File: config.mk
export PLATFORM = sky130hd
export DESIGN_NAME = uart_tx_arbiter
export DESIGN_NICKNAME = d
export VERILOG_FILES = /design/src/rtl/uart_tx_arbiter.sv
export SDC_FILE = /design/constraint.sdc
export NUM_CORES = 1
export LEC_CHECK = 0
export CAP_MARGIN = 10
export CORE_AREA = 2 2 73 75
export CTS_CLUSTER_SIZE = 25
export DETAILED_ROUTE_END_ITERATION = 7
export DIE_AREA = 0 0 75 77
export DONT_BUFFER_PORTS = 1
export PLACE_DENSITY = 0.63
export SETUP_SLACK_MARGIN = 0.2
export SLEW_MARGIN = 15
export SYNTH_ARGS = -nofsm -noshare
export SYNTH_HDL_FRONTEND = slang
export SYNTH_SLANG_ARGS = --single-unit
File: constraint.sdc
create_clock -name io_systemClk -period 3.4 [get_ports io_systemClk]
set_input_delay 0.85 -clock io_systemClk [delete_from_list [all_inputs] [get_ports io_systemClk]]
set_output_delay 0.85 -clock io_systemClk [all_outputs]
set_load 0.01 [all_outputs]
File: src/rtl/uart_tx_arbiter.sv
`default_nettype none
// ============================================================================
// Module      : uart_tx_arbiter
// Description : Round-robin arbiter with frame locking that shares one 8N1
//               UART transmit line between NUM_REQ byte-stream requesters.
// Revision    : 1.0 - initial release
// ============================================================================
module uart_tx_arbiter #(
    parameter  int NUM_REQ      = 2,
    parameter  int CLKS_PER_BIT = 434,
    parameter  int STOP_BITS    = 1,
    parameter  int LOCK_TIMEOUT = 1024,
    localparam int GW           = (NUM_REQ > 1) ? $clog2(NUM_REQ) : 1
) (
    input  logic                 io_systemClk,
    input  logic                 io_asyncResetn,
    input  logic [NUM_REQ-1:0]   req_valid,
    input  logic [8*NUM_REQ-1:0] req_data,
    input  logic [NUM_REQ-1:0]   req_last,
    output logic [NUM_REQ-1:0]   req_ready,
    output logic                 txd,
    output logic                 busy,
    output logic [GW-1:0]        grant_id,
    output logic                 lock_active
);

    localparam int c_BW = $clog2(CLKS_PER_BIT + 1);
    localparam int c_LW = $clog2(LOCK_TIMEOUT + 1);

    localparam logic [c_BW-1:0] c_BAUD_LAST = c_BW'(CLKS_PER_BIT - 1);
    localparam logic [c_BW-1:0] c_BAUD_ONE  = c_BW'(1);
    localparam logic [c_LW-1:0] c_LOCK_MAX  = c_LW'(LOCK_TIMEOUT);
    localparam logic [c_LW-1:0] c_LOCK_ONE  = c_LW'(1);
    localparam logic            c_STOP_LAST = (STOP_BITS == 2);

    localparam logic [1:0] c_IDLE  = 2'd0;
    localparam logic [1:0] c_START = 2'd1;
    localparam logic [1:0] c_DATA  = 2'd2;
    localparam logic [1:0] c_STOP  = 2'd3;

    logic [1:0]         r_state;
    logic [c_BW-1:0]    r_baud;
    logic [2:0]         r_bit_idx;
    logic               r_stop_idx;
    logic [7:0]         r_shift;
    logic               r_txd;
    logic               r_busy;
    logic [GW-1:0]      r_grant;
    logic               r_lock;
    logic [c_LW-1:0]    r_lock_cnt;

    logic               w_idle;
    logic               w_lock_expired;
    logic               w_locked;
    logic               w_found;
    logic [GW-1:0]      w_cand;
    logic [GW-1:0]      w_idx;
    logic [7:0]         w_byte;
    logic               w_last;
    logic [NUM_REQ-1:0] w_ready;
    logic               w_accept;

    assign w_idle         = (r_state == c_IDLE);
    // Once the idle counter has hit its limit the lock no longer restricts
    // arbitration, so another requester can win on the same edge it clears.
    assign w_lock_expired = (r_lock_cnt == c_LOCK_MAX);
    assign w_locked       = r_lock && !w_lock_expired;
    assign w_accept       = w_idle && w_found;

    // Candidate search; r_grant doubles as the round-robin pointer.
    always_comb begin
        w_found = 1'b0;
        w_cand  = '0;
        w_idx   = '0;
        if (w_locked) begin
            if (req_valid[r_grant]) begin
                w_found = 1'b1;
                w_cand  = r_grant;
            end
        end else begin
            for (int k = 1; k <= NUM_REQ; k++) begin
                w_idx = GW'((int'(r_grant) + k) % NUM_REQ);
                if (!w_found && req_valid[w_idx]) begin
                    w_found = 1'b1;
                    w_cand  = w_idx;
                end
            end
        end
    end

    always_comb begin
        w_byte  = '0;
        w_last  = 1'b0;
        w_ready = '0;
        for (int i = 0; i < NUM_REQ; i++) begin
            if (w_cand == GW'(i)) begin
                w_byte = req_data[8*i +: 8];
                w_last = req_last[i];
            end
            w_ready[i] = w_idle && w_found && (w_cand == GW'(i));
        end
    end

    always_ff @(posedge io_systemClk or negedge io_asyncResetn) begin
        if (!io_asyncResetn) begin
            r_state    <= c_IDLE;
            r_baud     <= '0;
            r_bit_idx  <= '0;
            r_stop_idx <= 1'b0;
            r_shift    <= '0;
            r_txd      <= 1'b1;
            r_busy     <= 1'b0;
            r_grant    <= '0;
            r_lock     <= 1'b0;
            r_lock_cnt <= '0;
        end else begin
            case (r_state)
                c_IDLE: begin
                    if (w_accept) begin
                        r_shift    <= w_byte;
                        r_grant    <= w_cand;
                        r_lock     <= ~w_last;
                        r_lock_cnt <= '0;
                        r_baud     <= '0;
                        r_txd      <= 1'b0;
                        r_busy     <= 1'b1;
                        r_state    <= c_START;
                    end else if (r_lock) begin
                        if (req_valid[r_grant]) begin
                            r_lock_cnt <= '0;
                        end else if (w_lock_expired) begin
                            r_lock     <= 1'b0;
                            r_lock_cnt <= '0;
                        end else begin
                            r_lock_cnt <= r_lock_cnt + c_LOCK_ONE;
                        end
                    end
                end
                c_START: begin
                    if (r_baud == c_BAUD_LAST) begin
                        r_baud    <= '0;
                        r_bit_idx <= '0;
                        r_txd     <= r_shift[0];
                        r_state   <= c_DATA;
                    end else begin
                        r_baud <= r_baud + c_BAUD_ONE;
                    end
                end
                c_DATA: begin
                    if (r_baud == c_BAUD_LAST) begin
                        r_baud <= '0;
                        if (r_bit_idx == 3'd7) begin
                            r_stop_idx <= 1'b0;
                            r_txd      <= 1'b1;
                            r_state    <= c_STOP;
                        end else begin
                            r_bit_idx <= r_bit_idx + 3'd1;
                            r_shift   <= {1'b0, r_shift[7:1]};
                            r_txd     <= r_shift[1];
                        end
                    end else begin
                        r_baud <= r_baud + c_BAUD_ONE;
                    end
                end
                default: begin
                    if (r_baud == c_BAUD_LAST) begin
                        r_baud <= '0;
                        if (r_stop_idx == c_STOP_LAST) begin
                            r_busy  <= 1'b0;
                            r_state <= c_IDLE;
                        end else begin
                            r_stop_idx <= 1'b1;
                        end
                    end else begin
                        r_baud <= r_baud + c_BAUD_ONE;
                    end
                end
            endcase
        end
    end

    assign req_ready   = w_ready;
    assign txd         = r_txd;
    assign busy        = r_busy;
    assign grant_id    = r_grant;
    assign lock_active = r_lock;

endmodule
`default_nettype wire

==> impl_metrics.csv <==
group,metric,value,unit
place,dp_hpwl,3470,um
final_layout,antennaDiodeCount,0,
power_and_ir_drop,ir_drop,244,uV
place,place_inst,329,
sta,skew,0.00690,ns
global_route,grt.busiest_layer,"met2",
clock_network,clk_pin_slew,0.08,ns
worst_hold_path,hp-class,"input pin to async pin",
power_and_ir_drop,cellPowerDensity,310,nW/um^2
synthesis,yosysWarnings,0,
worst_setup_path,crit_path_max_fanout,4,
sta,period_minus_slack,3.11,ns
floorplan,row_count,26,
global_route,gr-usage-met3,5.78,%
worst_setup_path,start_kind,"register",
global_route,grt_pass1_vias,1929,
clock_network,cts_buffers,5,
synthesis,yosys-top-cells-count,"36 x dfrtp_1, 34 x nor2_1, 29 x o21ai_0",
sta,setup_violations,0,
clock_network,h-tree-depth,2,
global_route,grt_max_degree,38,
synthesis,yosys-top-cells-area,"dfrtp_1 38%, o21ai_0 6.2%, nor2_1 5.4%",
final_layout,n_fill_cell,462,
global_route,globalRoute.totalOverflow,0,
global_route,use_met1,24.5,%
worst_setup_path,worst-setup-path-type,"register to output pin",
floorplan,pin_count,28,
synthesis,synth_edf_count,0,
place,gp_congestion,0.783,
global_route,met2_usage,29.5,%
final_layout,stdcell_count,343,
drt,vias_per_cell,5.57,
synthesis,yosys.area_share.simple,19.6,%
final_layout,final_nets,304,
synthesis,netlist.area_leader.share,38.3,%
synthesis,ys_ff_latch,37,
drt,drtPass1Iterations,4,
power_and_ir_drop,power,813,uW
synthesis,synth_top_family_by_area,"compound AO/OA/AOI/OAI gates",
synthesis,synth_top_area_cell,"dfrtp_1",
global_route,track_usage,18.8,%
floorplan,dieWidth,75,um
sta,hold_viol,0,
synthesis,synth_xor_area_share,0,%
synthesis,synthMuxAreaShare,9.58,%
synthesis,avgSynthCellArea,9.11,um^2
synthesis,synthArstFlopShare,100,%
sta,relSlewSlack,27.6,%
drt,vias,1910,
sta,whs,0.245,ns
clock_network,clkLatencyLatePin,0.29,ns
drt,drtIter0Drc,81,
status,status,"completed",
floorplan,start_util,47.2,%
floorplan,coreArea,4980,um^2
synthesis,syn_area,2350,um^2
synthesis,seq_area_frac_synth,39.4,%
worst_setup_path,end_kind,"output pin",
drt,drtAntennaViolNets,0,
final_layout,syn2layout_area_growth,11.5,%
drt,wirelength,4900,um
job,max_cap_violations,0,
synthesis,yosysMostFrequentCell,"dfrtp_1",
synthesis,yosysUniqueCellTypes,42,
sta,layout_setup_ws,0.286,ns
place,port_buffers,0,
synthesis,synthFlopType,"dfrtp_1",
synthesis,synth_compound_area_share,20.9,%
floorplan,die-height,77,um
sta,worst_pin_slew,1.07,ns
clock_network,clk_path_buf_depth,2,
sta,finalMaxSlewViolations,0,
sta,rsz0062_at_grt,"true",
sta,finalCritPeriodShare,91.6,%
global_route,grt_pass1_wl,8560,um
synthesis,synth_cells,258,
clock_network,cts_tree,"yes",
sta,timing.fmax,321,MHz
worst_setup_path,cp_data_required_time,2.55,ns
final_layout,drive_gt1_share,19.4,%
place,place_ws,0.457,ns
power_and_ir_drop,leakage,1.24,nW
drt,drc_errors,0,
worst_setup_path,arrival,2.26,ns
global_route,antenna_found_initial,0,
synthesis,synthAdderAreaFrac,5.32,%
floorplan,dieArea,5780,um^2
clock_network,clock-root-buffer,"clkbuf_8",
drt,routedWlPerCell,14.3,um
synthesis,synth_fp_nets,290,
sta,setup_tns,0,ns
clock_network,cts_sinks,37,
[sequential cells by signal, summed over array words and instances (netlist names)]
signal,count
busy,1
grant_id,1
lock_active,1
r_baud,9
r_bit_idx,3
r_lock_cnt,11
r_shift,8
r_state,2
txd,1
[placed cells by master, fill, tap and decap left out, types with 2 or more instances in the layout]
cell type	instances
nor3_1	6
nand2b_1	2
a21oi_1	11
or3_1	5
nand3_1	6
nor2_1	33
buf_4	14
mux2i_1	7
clkbuf_8	7
nor3b_1	2
a21o_1	6
nor4_1	2
o31ai_1	2
or4b_4	2
dfrtp_1	36
o32ai_2	6
o21ai_0	29
mux2_2	4
a22o_1	3
mux2_4	6
o32ai_1	2
mux2i_2	2
and3_1	6
nand2_1	26
inv_1	18
ha_1	10
or2_2	2
[final timing paths]
| kind | to | slack (ns) | startpoint | depth (start not counted) |
|---|---|---|---|---|
| worst max-delay path | req_ready[1] | 0.29 | r_lock_cnt[0] | 7 |
| worst min-delay path | r_baud[8] | 0.24 | io_asyncResetn | 0 |
| worst max register to register | r_state[1] | 0.84 | r_lock_cnt[0] | 9 |
| worst min register to register | r_lock_cnt[10] | 0.51 | r_lock_cnt[10] | 1 |
| max in group asynchronous | txd | 2.98 | io_asyncResetn | 0 |
| min in group io_systemClk | r_lock_cnt[10] | 0.51 | r_lock_cnt[10] | 1 |
[per-stage QoR]
stage	instance area (um^2)	util [%]
after floorplan	2350	-
after global placement	2460	49.4
after detailed placement	2460	49.4
after CTS	2570	51.7
after global routing	2620	52.7
final	2620	52.7
[power breakdown]
part | switching (mW) | total (mW) | leakage, nW | internal (mW)
logic | 0.0154 | 0.0326 | 0.756 | 0.0173
clock network | 0.155 | 0.339 | 0.0542 | 0.183
registers | 0.000620 | 0.441 | 0.429 | 0.441
[logic make-up after synthesis]
group / count (synthesis)
buf+inv: 27
compound gates: 68
mux: 19
flops: 37
simple gates: 97
fa+ha+maj: 10
[cell type report]
cell class	count	area [um^2]	area share, %
Multi-Input combinational cell	194	1330	50.5
Sequential cell	37	927	35.4
Timing Repair Buffer	14	105	4.01
Clock buffer	7	96.3	3.68
Tap cell	70	87.6	3.34
Inverter	20	75.1	2.86
Clock inverter	1	5.00	0.191
[what timing repair did]
item	in CTS	in global routing
resized for setup	3	3
hold buffers	0	0
setup endpoints to repair	1	2
setup buffers	1	5
cloned	0	0
pin swaps	2	2
[critical path, stage by stage, from the launching register on]
cell	delay (ns)
dfrtp_1	0.41
inv_1	0.07
ha_1	0.12
or4b_4	0.47
o31a_1	0.33
mux2i_2	0.27
nand2_2	0.15
nor2_4	0.16
[metal layers]
layer	part of all wire, %	routed length, um
met1	46	2240
met2	48	2380
met3	4.6	224
met4	1.2	59
met5	0	0
(Power assumes the default switching activity.)
